==> src/rtl/mult_hilo_unit_if.sv <==
// HI/LO multiplier bus between the EX stage and mult_hilo_unit.
//   master : pipeline side, drives MULTU/MFHI/MFLO/MTHI/MTLO requests and operands
//   slave  : multiplier side, returns rd_data, hi, lo, busy, done, stall
interface mult_hilo_unit_if #(
  parameter int unsigned DATA_W = 32
);
  logic              mult_start;
  logic [DATA_W-1:0] src_a;
  logic [DATA_W-1:0] src_b;
  logic              rd_hi_req;
  logic              rd_lo_req;
  logic              wr_hi_req;
  logic              wr_lo_req;
  logic [DATA_W-1:0] wr_data;
  logic [DATA_W-1:0] rd_data;
  logic [DATA_W-1:0] hi;
  logic [DATA_W-1:0] lo;
  logic              busy;
  logic              done;
  logic              stall;

  modport master (
    output mult_start, src_a, src_b, rd_hi_req, rd_lo_req, wr_hi_req, wr_lo_req, wr_data,
    input  rd_data, hi, lo, busy, done, stall
  );

  modport slave (
    input  mult_start, src_a, src_b, rd_hi_req, rd_lo_req, wr_hi_req, wr_lo_req, wr_data,
    output rd_data, hi, lo, busy, done, stall
  );
endinterface

==> src/rtl/mult_hilo_unit.sv <==
// Multi-cycle unsigned shift-add multiplier with architectural HI/LO registers.
// Ports:
//   clk   : clock, all state updates on rising edge
//   rst   : synchronous active-high reset
//   bus   : mult_hilo_unit_if.slave
//           requests  mult_start/src_a/src_b (MULTU), rd_hi_req/rd_lo_req (MFHI/MFLO),
//                     wr_hi_req/wr_lo_req/wr_data (MTHI/MTLO)
//           responses rd_data (comb), hi, lo, busy, done, stall (comb)
module mult_hilo_unit #(
  parameter int unsigned DATA_W = 32
) (
  input logic            clk,
  input logic            rst,
  mult_hilo_unit_if.slave bus
);

  localparam int unsigned CNT_W  = (DATA_W > 1) ? $clog2(DATA_W) : 1;
  localparam int unsigned PROD_W = 2 * DATA_W + 1;

  typedef enum logic [1:0] {
    IDLE = 2'd0,
    RUN  = 2'd1,
    DONE = 2'd2
  } state_t;

  state_t            state;
  state_t            state_nxt;
  logic [DATA_W-1:0] mcand;
  logic [DATA_W-1:0] hi_q;
  logic [DATA_W-1:0] lo_q;
  logic [PROD_W-1:0] prod;
  logic [PROD_W-1:0] prod_step_c;
  logic [DATA_W:0]   sum_c;
  logic [CNT_W-1:0]  cnt;
  logic              busy_q;
  logic              done_q;
  logic              load_c;
  logic              step_c;
  logic              last_c;
  logic              stall_c;
  logic              any_req_c;

  // Any HI/LO access or a new multiply collides with a multiply in flight
  assign any_req_c = bus.mult_start | bus.rd_hi_req | bus.rd_lo_req |
                     bus.wr_hi_req | bus.wr_lo_req;
  assign stall_c   = busy_q & any_req_c;

  // One shift-add iteration; the top product bit is the carry of the upper-half add
  always_comb begin
    sum_c = prod[PROD_W-1:DATA_W];
    if (prod[0]) begin
      sum_c = prod[PROD_W-1:DATA_W] + {1'b0, mcand};
    end
    prod_step_c = {sum_c, prod[DATA_W-1:0]} >> 1;
  end

  // State register
  always_ff @(posedge clk) begin
    if (rst) begin
      state  <= IDLE;
      busy_q <= 1'b0;
      done_q <= 1'b0;
    end else begin
      state  <= state_nxt;
      busy_q <= (state_nxt == RUN);
      done_q <= (state_nxt == DONE);
    end
  end

  // Next-state and datapath controls; DONE accepts a new start just like IDLE
  always_comb begin
    state_nxt = state;
    load_c    = 1'b0;
    step_c    = 1'b0;
    last_c    = 1'b0;
    unique case (state)
      IDLE, DONE: begin
        if (bus.mult_start) begin
          load_c    = 1'b1;
          state_nxt = RUN;
        end else begin
          state_nxt = IDLE;
        end
      end
      RUN: begin
        step_c = 1'b1;
        if (cnt == CNT_W'(DATA_W - 1)) begin
          last_c    = 1'b1;
          state_nxt = DONE;
        end
      end
      default: state_nxt = IDLE;
    endcase
  end

  // Multiplicand, product and iteration counter
  always_ff @(posedge clk) begin
    if (rst) begin
      mcand <= '0;
      prod  <= '0;
      cnt   <= '0;
    end else if (load_c) begin
      mcand <= bus.src_a;
      prod  <= {1'b0, {DATA_W{1'b0}}, bus.src_b};
      cnt   <= '0;
    end else if (step_c) begin
      prod  <= prod_step_c;
      cnt   <= cnt + CNT_W'(1);
    end
  end

  // HI/LO: the finishing multiply wins; MTHI/MTLO only land when not stalled
  always_ff @(posedge clk) begin
    if (rst) begin
      hi_q <= '0;
      lo_q <= '0;
    end else if (last_c) begin
      hi_q <= prod_step_c[2*DATA_W-1:DATA_W];
      lo_q <= prod_step_c[DATA_W-1:0];
    end else begin
      if (bus.wr_hi_req && !stall_c) begin
        hi_q <= bus.wr_data;
      end
      if (bus.wr_lo_req && !stall_c) begin
        lo_q <= bus.wr_data;
      end
    end
  end

  // MFHI has priority over MFLO
  assign bus.rd_data = bus.rd_hi_req ? hi_q :
                       bus.rd_lo_req ? lo_q : '0;
  assign bus.hi      = hi_q;
  assign bus.lo      = lo_q;
  assign bus.busy    = busy_q;
  assign bus.done    = done_q;
  assign bus.stall   = stall_c;

endmodule

==> src/flat_wrapper.sv <==
// flat-port wrapper written by rule: the top's interface ports become plain ports
module mult_hilo_unit_flat 
#(
  parameter int unsigned DATA_W = 32
)
  (clk, rst, bus_mult_start, bus_src_a, bus_src_b, bus_rd_hi_req, bus_rd_lo_req, bus_wr_hi_req, bus_wr_lo_req, bus_wr_data, bus_rd_data, bus_hi, bus_lo, bus_busy, bus_done, bus_stall);
  mult_hilo_unit_if #(.DATA_W(DATA_W)) bus_i ();
  input logic clk;
  input logic rst;
  input wire logic [$bits(bus_i.mult_start)-1:0] bus_mult_start;
  input wire logic [$bits(bus_i.src_a)-1:0] bus_src_a;
  input wire logic [$bits(bus_i.src_b)-1:0] bus_src_b;
  input wire logic [$bits(bus_i.rd_hi_req)-1:0] bus_rd_hi_req;
  input wire logic [$bits(bus_i.rd_lo_req)-1:0] bus_rd_lo_req;
  input wire logic [$bits(bus_i.wr_hi_req)-1:0] bus_wr_hi_req;
  input wire logic [$bits(bus_i.wr_lo_req)-1:0] bus_wr_lo_req;
  input wire logic [$bits(bus_i.wr_data)-1:0] bus_wr_data;
  output wire logic [$bits(bus_i.rd_data)-1:0] bus_rd_data;
  output wire logic [$bits(bus_i.hi)-1:0] bus_hi;
  output wire logic [$bits(bus_i.lo)-1:0] bus_lo;
  output wire logic [$bits(bus_i.busy)-1:0] bus_busy;
  output wire logic [$bits(bus_i.done)-1:0] bus_done;
  output wire logic [$bits(bus_i.stall)-1:0] bus_stall;
  assign bus_i.mult_start = bus_mult_start;
  assign bus_i.src_a = bus_src_a;
  assign bus_i.src_b = bus_src_b;
  assign bus_i.rd_hi_req = bus_rd_hi_req;
  assign bus_i.rd_lo_req = bus_rd_lo_req;
  assign bus_i.wr_hi_req = bus_wr_hi_req;
  assign bus_i.wr_lo_req = bus_wr_lo_req;
  assign bus_i.wr_data = bus_wr_data;
  assign bus_rd_data = bus_i.rd_data;
  assign bus_hi = bus_i.hi;
  assign bus_lo = bus_i.lo;
  assign bus_busy = bus_i.busy;
  assign bus_done = bus_i.done;
  assign bus_stall = bus_i.stall;
  mult_hilo_unit #(.DATA_W(DATA_W)) u_core (.clk(clk), .rst(rst), .bus(bus_i));
endmodule
==> config.mk <==
export PLATFORM = sky130hd
export DESIGN_NAME = mult_hilo_unit_flat
export DESIGN_NICKNAME = d
export VERILOG_FILES = /design/src/rtl/mult_hilo_unit_if.sv /design/src/rtl/mult_hilo_unit.sv /design/src/flat_wrapper.sv
export SDC_FILE = /design/constraint.sdc
export NUM_CORES = 1
export LEC_CHECK = 0
export ABC_AREA = 0
export CAP_MARGIN = 20
export CELL_PAD_IN_SITES_DETAIL_PLACEMENT = 0
export CELL_PAD_IN_SITES_GLOBAL_PLACEMENT = 1
export CORE_MARGIN = 5
export CORE_UTILIZATION = 34
export DETAILED_ROUTE_END_ITERATION = 8
export PLACE_DENSITY = 0.87
export REMOVE_ABC_BUFFERS = 1
export SYNTH_ARGS = -nofsm -noshare
export SYNTH_HDL_FRONTEND = slang
export SYNTH_SLANG_ARGS = --single-unit
==> constraint.sdc <==
create_clock -name clk -period 2.8 [get_ports clk]
set_input_delay 0.56 -clock clk [delete_from_list [all_inputs] [get_ports clk]]
set_output_delay 0.56 -clock clk [all_outputs]
set_load 0.01 [all_outputs]
==> out/qor.json, run 1 <==
{
  "run_status": {"value": "complete, no violations"},
  "synth-async-reset-ratio": {"value": 0, "unit": "%"},
  "num_vias": {"value": 9064},
  "clock_tree.root_cell": {"value": "sky130_fd_sc_hd__clkbuf_16"},
  "critical_path.reg2reg.endpoint": {"value": "u_core.bus.hi[21]$_SDFFE_PP0P_"},
  "timing.max_cap.violations": {"value": 0},
  "worst-endpoint-arrival": {"value": 2.20, "unit": "ns"},
  "worstSetupPathType": {"value": "input pin to output pin"},
  "critical_path_peak_fanout": {"value": 7},
  "floorplan.core_area": {"value": 27100, "unit": "µm²"},
  "design_power_total": {"value": 6.42, "unit": "mW"},
  "ys.warnings.count": {"value": 0},
  "drt_wl_total": {"value": 31.4, "unit": "mm"},
  "reg_to_reg_startpoint": {"value": "u_core.prod[32]$_SDFFE_PP0N_"},
  "synth.cell_area": {"value": 9410, "unit": "µm²"},
  "floorplan.die.height": {"value": 176, "unit": "µm"},
  "yosys.cell_count.top_type": {"value": "sky130_fd_sc_hd__nand2_1"},
  "drt_pass1_iterations": {"value": 5},
  "cts_inserted_buffers": {"value": 17},
  "post-place-cells": {"value": 1701},
  "ys_top_cells_by_count": {"value": "231 x sky130_fd_sc_hd__nand2_1, 169 x sky130_fd_sc_hd__dfxtp_1, 101 x sky130_fd_sc_hd__nor2_1, 100 x sky130_fd_sc_hd__a211oi_1, 85 x sky130_fd_sc_hd__a21oi_1"},
  "h-tree-depth": {"value": 4},
  "setup_repair_after_global_routing_missed_its_margin": {"value": "true"},
  "fraction_of_final_layout_cells_with_drive_strength_greater_than_1": {"value": 10.1, "unit": "%"},
  "clock_sink_count": {"value": 169},
  "cp_cell_sequence": {"value": "clkdlybuf4s50_1, buf_4, buf_4, nand2_1, o21ai_0, clkdlybuf4s50_1"},
  "cp-start-kind": {"value": "input pin"},
  "clk-insertion-delay-late": {"value": 0.42, "unit": "ns"},
  "ffs_latches_synth": {"value": 169},
  "power_switching_share": {"value": 29.0, "unit": "%"},
  "timing.slew.headroom": {"value": 50.1, "unit": "%"},
  "layout.filler_cells": {"value": 2667},
  "initial_standard_cell_utilization_of_the_core": {"value": 34.7, "unit": "%"},
  "synthesis.area_per_instance": {"value": 8.01, "unit": "µm²"},
  "cp_data_required_time": {"value": 2.24, "unit": "ns"},
  "global_route.usage.total": {"value": 19.6, "unit": "%"},
  "pwr-share-seq": {"value": 42.3, "unit": "%"},
  "vias_per_cell": {"value": 5.22},
  "post_synth_main_area_contributors": {"value": "sky130_fd_sc_hd__dfxtp_1 36%, sky130_fd_sc_hd__nand2_1 9.2%, sky130_fd_sc_hd__a211oi_1 8.0%"},
  "antenna_found_initial": {"value": 2},
  "static-leakage-power": {"value": 4.83, "unit": "nW"},
  "internal_power": {"value": 4.56, "unit": "mW"},
  "seq_area_frac_synth": {"value": 36.0, "unit": "%"},
  "synth_cell_type_count": {"value": 67},
  "r2r_setup_slack": {"value": 0.10, "unit": "ns"},
  "postSynth.topFlopCell": {"value": "sky130_fd_sc_hd__dfxtp_1"},
  "first_global_vias": {"value": 8668},
  "layout_worst_path_cycle_share": {"value": 98.7, "unit": "%"},
  "clkSlewWorstSetupHoldPaths": {"value": 0.06, "unit": "ns"},
  "fp.dieW": {"value": 176, "unit": "µm"},
  "sequential_cell_area": {"value": 3390, "unit": "µm²"},
  "cpMaxStageDelayCell": {"value": "sky130_fd_sc_hd__clkdlybuf4s50_1"},
  "timing.critical_path.to": {"value": "bus_rd_data[23]"},
  "fmaxAchievable": {"value": 362, "unit": "MHz"},
  "reg2reg_depth": {"value": 11},
  "die-area": {"value": 31100, "unit": "µm²"},
  "synth_enable_flop_cells": {"value": 0},
  "hold_path_class": {"value": "register to register"},
  "grt.overflow.total": {"value": 0},
  "port_buffers": {"value": 201},
  "clock_power_share": {"value": 37.6, "unit": "%"},
  "report.final.setup_viol": {"value": 0},
  "cpPeakStageDelay": {"value": 0.62, "unit": "ns"},
  "nNetsFinal": {"value": 1487},
  "worst_ir_drop_vdd": {"value": 369, "unit": "µV"},
  "tritoncts_clock_tree": {"value": "built"},
  "antenna_violating_nets_post_route": {"value": 0},
  "design.portCount": {"value": 202},
  "area_delta_synth_final": {"value": 33.9, "unit": "%"},
  "setup.worst_path.end_class": {"value": "output pin"},
  "synth_top_area_cell": {"value": "sky130_fd_sc_hd__dfxtp_1"},
  "cts_hold_buf": {"value": 0},
  "startpoint": {"value": "bus_rd_lo_req"},
  "postSynthCellCount": {"value": 1175},
  "max_slew.worst_pin.slew": {"value": 0.749, "unit": "ns"},
  "final.min_clock_period": {"value": 2.76, "unit": "ns"},
  "floorplan.rows": {"value": 60},
  "grt_start_max_net_pins": {"value": 62},
  "multi_input_area": {"value": 5650, "unit": "µm²"},
  "routed_wire_length_per_instance": {"value": 18.1, "unit": "µm"},
  "grt_first_pass_wirelength": {"value": 48.9, "unit": "mm"},
  "detailedPlacementHpwl": {"value": 23.6, "unit": "mm"},
  "post-route-drc-count": {"value": 0},
  "drt-initial-drc-count": {"value": 717},
  "power_density": {"value": 509, "unit": "nW/µm²"},
  "finalWeightedCongestion": {"value": 0.871},
  "yosys.area.top_type_share": {"value": 36.0, "unit": "%"},
  "clk_path_buf_depth": {"value": 2},
  "clock-skew-final": {"value": 0.00709, "unit": "ns"},
  "hold_violations": {"value": 0},
  "max_slew_vio_count": {"value": 0},
  "power_switching": {"value": 1.86, "unit": "mW"},
  "final_cells": {"value": 1736},
  "combPwrFrac": {"value": 20.1, "unit": "%"}
}
-- sequential cells by signal, summed over array words and instances, names as in the netlist --
name / flops
u_core.prod: 64
u_core.mcand: 32
u_core.bus.lo: 32
u_core.bus.busy: 1
u_core.bus.done: 1
u_core.bus.hi: 32
u_core.cnt: 5
u_core.state: 2
-- per-layer routing --
| layer | up-vias | GRT usage [%] | part of all wire [%] |
|---|---|---|---|
| met4 | 0 | 6.96 | 3.1 |
| met1 | 4230 | 26.4 | 46 |
| met3 | 48 | 3.02 | 4.4 |
| met2 | 230 | 32.1 | 47 |
| li1 | 4556 | - | - |
| met5 | - | 0 | 0 |
-- logic make-up (layout without fill, tap and decap cells) --
| logic type | count (synthesis) | in the layout | share of synthesized area, % |
|---|---|---|---|
| simple gates | 419 | 419 | 19.0 |
| compound gates | 351 | 351 | 25.6 |
| flops | 169 | 169 | 36.0 |
| buf+inv | 108 | 295 | 5.01 |
| mux | 68 | 68 | 7.30 |
| fa+ha+maj | 35 | 35 | 4.74 |
| xor+xnor | 25 | 25 | 2.33 |
| other cells | 0 | 2 | 0 |
-- placed cells by master, fill, tap and decap left out, drive strengths merged, types with 4 or more instances in the layout --
| cell | count |
|---|---|
| nand2b | 7 |
| a21oi | 87 |
| clkdlybuf4s50 | 194 |
| o21a | 4 |
| clkinv | 5 |
| o211ai | 6 |
| inv | 9 |
| clkbuf | 19 |
| dlymetal6s2s | 4 |
| a211oi | 102 |
| mux2 | 5 |
| nor3 | 12 |
| a21o | 23 |
| ha | 34 |
| mux2i | 63 |
| nor2b | 30 |
| a31oi | 8 |
| dfxtp | 169 |
| nand3 | 13 |
| xor2 | 9 |
| buf | 59 |
| nor2 | 101 |
| a311oi | 37 |
| nand2 | 232 |
| and3 | 4 |
| o21ai | 60 |
| or3 | 4 |
| nand4 | 5 |
| xnor2 | 16 |
-- worst max-delay path, delay by kind of cell --
| kind | cells | cell delay (ns) |
|---|---|---|
| AOI/OAI and AO/OA | 1 | 0.15 |
| buffers and inverters | 4 | 1.43 |
| and+or+nand+nor | 1 | 0.06 |
-- through the flow --
step	hold slack, ns	instance area (µm²)	util, %	setup TNS (ns)	setup slack (ns)
6_report	0.463	12600	46.5	0	0.0366
5_1_grt	0.487	12600	46.5	-0.0619	-0.0373
4_1_cts	0.465	12500	46.2	0	0.0143
3_5_place_dp	0.456	11900	44.0	-0.311	-0.0884
3_3_place_gp	0.446	11900	44.0	-0.0866	-0.0863
2_1_floorplan	0.434	8950	-	-260.08	-3.22
-- power by group through the flow --
stage	Combinational [mW]	Sequential, mW	Clock [mW]
after floorplan	0.620	2.75	0
after global placement	1.27	2.76	0
after detailed placement	1.28	2.76	0
after CTS	1.29	2.71	2.46
after global routing	1.41	2.73	2.56
final	1.29	2.71	2.41
-- worst min path at each step --
stage                                        startpoint                            end  cells after the start
after floorplan            u_core.mcand[0]$_SDFFE_PP0P_   u_core.mcand[0]$_SDFFE_PP0P_                      2
after global routing      u_core.mcand[22]$_SDFFE_PP0P_  u_core.mcand[22]$_SDFFE_PP0P_                      2
final                     u_core.mcand[20]$_SDFFE_PP0P_  u_core.mcand[20]$_SDFFE_PP0P_                      2
after CTS                 u_core.mcand[20]$_SDFFE_PP0P_  u_core.mcand[20]$_SDFFE_PP0P_                      2
after global placement       u_core.cnt[4]$_SDFFE_PP0N_     u_core.cnt[4]$_SDFFE_PP0N_                      2
after detailed placement  u_core.mcand[20]$_SDFFE_PP0P_  u_core.mcand[20]$_SDFFE_PP0P_                      2
-- final cells by class --
class                      instances  share of cell area, %
multi-input combinational        898                   44.8
tap                              372                   3.69
sequential                       169                   26.9
inverter                           5                  0.149
clock buffer                      19                   3.59
clock inverter                    13                   1.13
antenna                            2                 0.0397
timing repair buffer             258                   19.7
-- timing repair --
item,CTS,global route
pin swaps,7,1
hold endpoints to repair,0,0
gates resized for setup,3,19
buffers inserted,1,0
setup endpoints to repair,10,29
Note: power is estimated with default switching activity, not from simulation.
==> run 2: changes to the inputs <==
--- a/config.mk
+++ b/config.mk
@@ -7,12 +7,10 @@
 export LEC_CHECK = 0
 export ABC_AREA = 0
 export CAP_MARGIN = 20
-export CELL_PAD_IN_SITES_DETAIL_PLACEMENT = 0
-export CELL_PAD_IN_SITES_GLOBAL_PLACEMENT = 1
 export CORE_MARGIN = 5
-export CORE_UTILIZATION = 34
+export CORE_UTILIZATION = 47
 export DETAILED_ROUTE_END_ITERATION = 8
-export PLACE_DENSITY = 0.87
+export PLACE_DENSITY = 0.88
 export REMOVE_ABC_BUFFERS = 1
 export SYNTH_ARGS = -nofsm -noshare
 export SYNTH_HDL_FRONTEND = slang
==> out/qor.json, run 2 (synthesis results as in run 1) <==
{
  "placed_area": {"value": 11700, "unit": "µm²"},
  "crit_buf_inv": {"value": 1},
  "finalWeightedCongestion": {"value": 0.908},
  "fmaxAchievable": {"value": 358, "unit": "MHz"},
  "layout_common_cells": {"value": "231 x sky130_fd_sc_hd__nand2_1, 190 x sky130_fd_sc_hd__clkdlybuf4s50_1, 166 x sky130_fd_sc_hd__dfxtp_1"},
  "finalInstanceArea": {"value": 12400, "unit": "µm²"},
  "worst-endpoint-arrival": {"value": 3.10, "unit": "ns"},
  "layout.cells.most_common": {"value": "sky130_fd_sc_hd__nand2_1"},
  "initial_standard_cell_utilization_of_the_core": {"value": 48.0, "unit": "%"},
  "clk-insertion-delay-late": {"value": 0.43, "unit": "ns"},
  "clk_path_buf_depth": {"value": 2},
  "cp_data_required_time": {"value": 3.11, "unit": "ns"},
  "cp-start-kind": {"value": "register"},
  "h-tree-depth": {"value": 4},
  "static-leakage-power": {"value": 4.79, "unit": "nW"},
  "max_slew_vio_count": {"value": 0},
  "layout_worst_path_cycle_share": {"value": 99.7, "unit": "%"},
  "clkSlewWorstSetupHoldPaths": {"value": 0.07, "unit": "ns"},
  "grt_first_pass_wirelength": {"value": 47.9, "unit": "mm"},
  "min_to": {"value": "u_core.mcand[0]$_SDFFE_PP0P_"},
  "vias_per_cell": {"value": 5.88},
  "drt_wl_total": {"value": 31.1, "unit": "mm"},
  "internal_power": {"value": 4.62, "unit": "mW"},
  "r2r_setup_slack": {"value": 0.008, "unit": "ns"},
  "cpMaxStageDelayCell": {"value": "sky130_fd_sc_hd__ha_1"},
  "hold_path_depth": {"value": 2},
  "cts_inserted_buffers": {"value": 17},
  "reg2reg_depth": {"value": 10},
  "power_switching": {"value": 1.78, "unit": "mW"},
  "fp.dieW": {"value": 151, "unit": "µm"},
  "antenna_cells_inserted": {"value": 0},
  "worst_ir_drop_vdd": {"value": 419, "unit": "µV"},
  "floorplan.rows": {"value": 51},
  "critical_path.reg2reg.endpoint": {"value": "u_core.bus.hi[29]$_SDFFE_PP0P_"},
  "min-delay-start": {"value": "rst"},
  "post-route-drc-count": {"value": 0},
  "floorplan.die.height": {"value": 151, "unit": "µm"},
  "drt_pass1_iterations": {"value": 7},
  "global_route.usage.total": {"value": 26.2, "unit": "%"},
  "timing.slew.headroom": {"value": 27.1, "unit": "%"},
  "report.final.setup_viol": {"value": 0},
  "port_buffers": {"value": 201},
  "grt.overflow.total": {"value": 0},
  "detailedPlacementHpwl": {"value": 22.0, "unit": "mm"},
  "final.min_clock_period": {"value": 2.79, "unit": "ns"},
  "tritoncts_clock_tree": {"value": "built"},
  "gate_family_responsible_for_the_most_delay_along_the_worst_path": {"value": "compound AO/OA/AOI/OAI gates"},
  "cpPeakStageDelay": {"value": 0.44, "unit": "ns"},
  "hold_path_class": {"value": "input pin to register"},
  "cp_cell_sequence": {"value": "ha_1, and3_1, nand2_1, or3_1, a211oi_4, o311ai_4, buf_6, a31oi_4, mux2i_1, o31a_1"},
  "hold_violations": {"value": 0},
  "first_global_vias": {"value": 9132},
  "combPwrFrac": {"value": 19.9, "unit": "%"},
  "largest-register": {"value": "u_core.prod"},
  "timing.max_cap.violations": {"value": 0},
  "floorplan.core_area": {"value": 19600, "unit": "µm²"},
  "critical_path_peak_fanout": {"value": 7},
  "antenna_found_initial": {"value": 0},
  "design.portCount": {"value": 202},
  "routed_wire_length_per_instance": {"value": 19.3, "unit": "µm"},
  "nNetsFinal": {"value": 1469},
  "fin_hold_ws": {"value": 0.354, "unit": "ns"},
  "max_slew.worst_pin.slew": {"value": 1.09, "unit": "ns"},
  "clock-skew-final": {"value": 0.00724, "unit": "ns"},
  "final_setup_margin": {"value": 0.00759, "unit": "ns"},
  "reg_to_reg_startpoint": {"value": "u_core.prod[48]$_SDFFE_PP0N_"},
  "area_delta_synth_final": {"value": 31.3, "unit": "%"},
  "drt-initial-drc-count": {"value": 924},
  "setup_repair_after_global_routing_missed_its_margin": {"value": "true"},
  "pwr-share-seq": {"value": 42.4, "unit": "%"},
  "run_status": {"value": "complete, no violations"},
  "grt_start_max_net_pins": {"value": 90},
  "worstSetupPathType": {"value": "register to register"},
  "clock_power_share": {"value": 37.6, "unit": "%"},
  "largest_reg_flops": {"value": 64},
  "setup.worst_path.end_class": {"value": "register"},
  "fraction_of_final_layout_cells_with_drive_strength_greater_than_1": {"value": 8.50, "unit": "%"},
  "power_switching_share": {"value": 27.8, "unit": "%"},
  "clock_sink_count": {"value": 169},
  "clock_tree.root_cell": {"value": "sky130_fd_sc_hd__clkbuf_16"},
  "post-place-ws": {"value": -0.129, "unit": "ns"},
  "power_density": {"value": 518, "unit": "nW/µm²"},
  "num_vias": {"value": 9448},
  "antenna_violating_nets_post_route": {"value": 0},
  "die-area": {"value": 22900, "unit": "µm²"},
  "design_power_total": {"value": 6.40, "unit": "mW"}
}
## run 2: changes by cell type in the layout (fill, tap and decap cells not counted), moves of 2 or more
cell,before,now
sky130_fd_sc_hd__dlygate4sd2_1,1,3
sky130_fd_sc_hd__buf_4,54,33
sky130_fd_sc_hd__inv_6,4,0
sky130_fd_sc_hd__diode_2,2,0
sky130_fd_sc_hd__clkinv_2,3,1
sky130_fd_sc_hd__clkbuf_1,0,2
sky130_fd_sc_hd__dlymetal6s2s_1,4,6
sky130_fd_sc_hd__clkdlybuf4s50_1,194,190
sky130_fd_sc_hd__buf_12,3,5
## run 2: repair_timing
item	CTS	global route
gates resized for setup	7	21
setup buffers	1	1
pin swaps	6	3
hold buffers	0	0
endpoints found under the setup margin	13	25
endpoints found under the hold margin	0	0
## run 2: layout make-up
| type | count | area, µm² |
|---|---|---|
| clock inverters | 7 | 119 |
| well taps | 265 | 332 |
| repair buffers | 240 | 2380 |
| inverters | 5 | 18.8 |
| multi-input cells | 898 | 5650 |
| clock buffers | 22 | 474 |
| flip-flops and latches | 169 | 3390 |
| fillers | 1625 | 7240 |
## run 2: metal layers
metal  vias up  track usage (%)  routed length [µm]
met5         -                0                   0
met2       449             41.4               14600
met3       103             5.12                2450
met1      4389             34.8               12800
met4         0             11.6                1300
li1       4507                -                   -
## run 2: how the worst max path moves through the flow
stage | endpoint | depth (start not counted) | startpoint | slack, ns
4_1_cts | u_core.bus.hi[27]$_SDFFE_PP0P_ | 10 | u_core.prod[32]$_SDFFE_PP0N_ | 0.005
3_5_place_dp | bus_stall | 5 | bus_rd_lo_req | -0.13
5_1_grt | u_core.bus.hi[29]$_SDFFE_PP0P_ | 10 | u_core.prod[48]$_SDFFE_PP0N_ | -0.08
6_report | u_core.bus.hi[29]$_SDFFE_PP0P_ | 10 | u_core.prod[48]$_SDFFE_PP0N_ | 0.008
2_1_floorplan | u_core.bus.hi[24]$_SDFFE_PP0P_ | 5 | u_core.state[0]$_SDFF_PP0_ | -3.22
3_3_place_gp | bus_stall | 5 | bus_rd_lo_req | -0.12
## run 2: worst register-to-register path, stage by stage (launching register included)
cell and delay, ns:
sky130_fd_sc_hd__dfxtp_1 0.35, sky130_fd_sc_hd__ha_1 0.44, sky130_fd_sc_hd__and3_1 0.23, sky130_fd_sc_hd__nand2_1 0.09, sky130_fd_sc_hd__or3_1 0.36, sky130_fd_sc_hd__a211oi_4 0.32, sky130_fd_sc_hd__o311ai_4 0.15, sky130_fd_sc_hd__buf_6 0.16
sky130_fd_sc_hd__a31oi_4 0.18, sky130_fd_sc_hd__mux2i_1 0.11, sky130_fd_sc_hd__o31a_1 0.27
## run 2: power groups by stage
stage	sequential (mW)	clock (mW)	combinational, mW
after CTS	2.71	2.42	1.26
final	2.72	2.41	1.27
after global routing	2.73	2.53	1.38
after global placement	2.75	0	1.21
after detailed placement	2.76	0	1.24
after floorplan	2.75	0	0.620
## run 2: per-stage QoR
stage               TNS, ns  util, %  std cells
global placement     -0.139     59.6       1575
CTS                       0     62.7       1605
finish                    0     63.1       1606
global route         -0.154     63.1       1606
detailed placement   -0.222     59.6       1575
floorplan           -260.08        -       1072
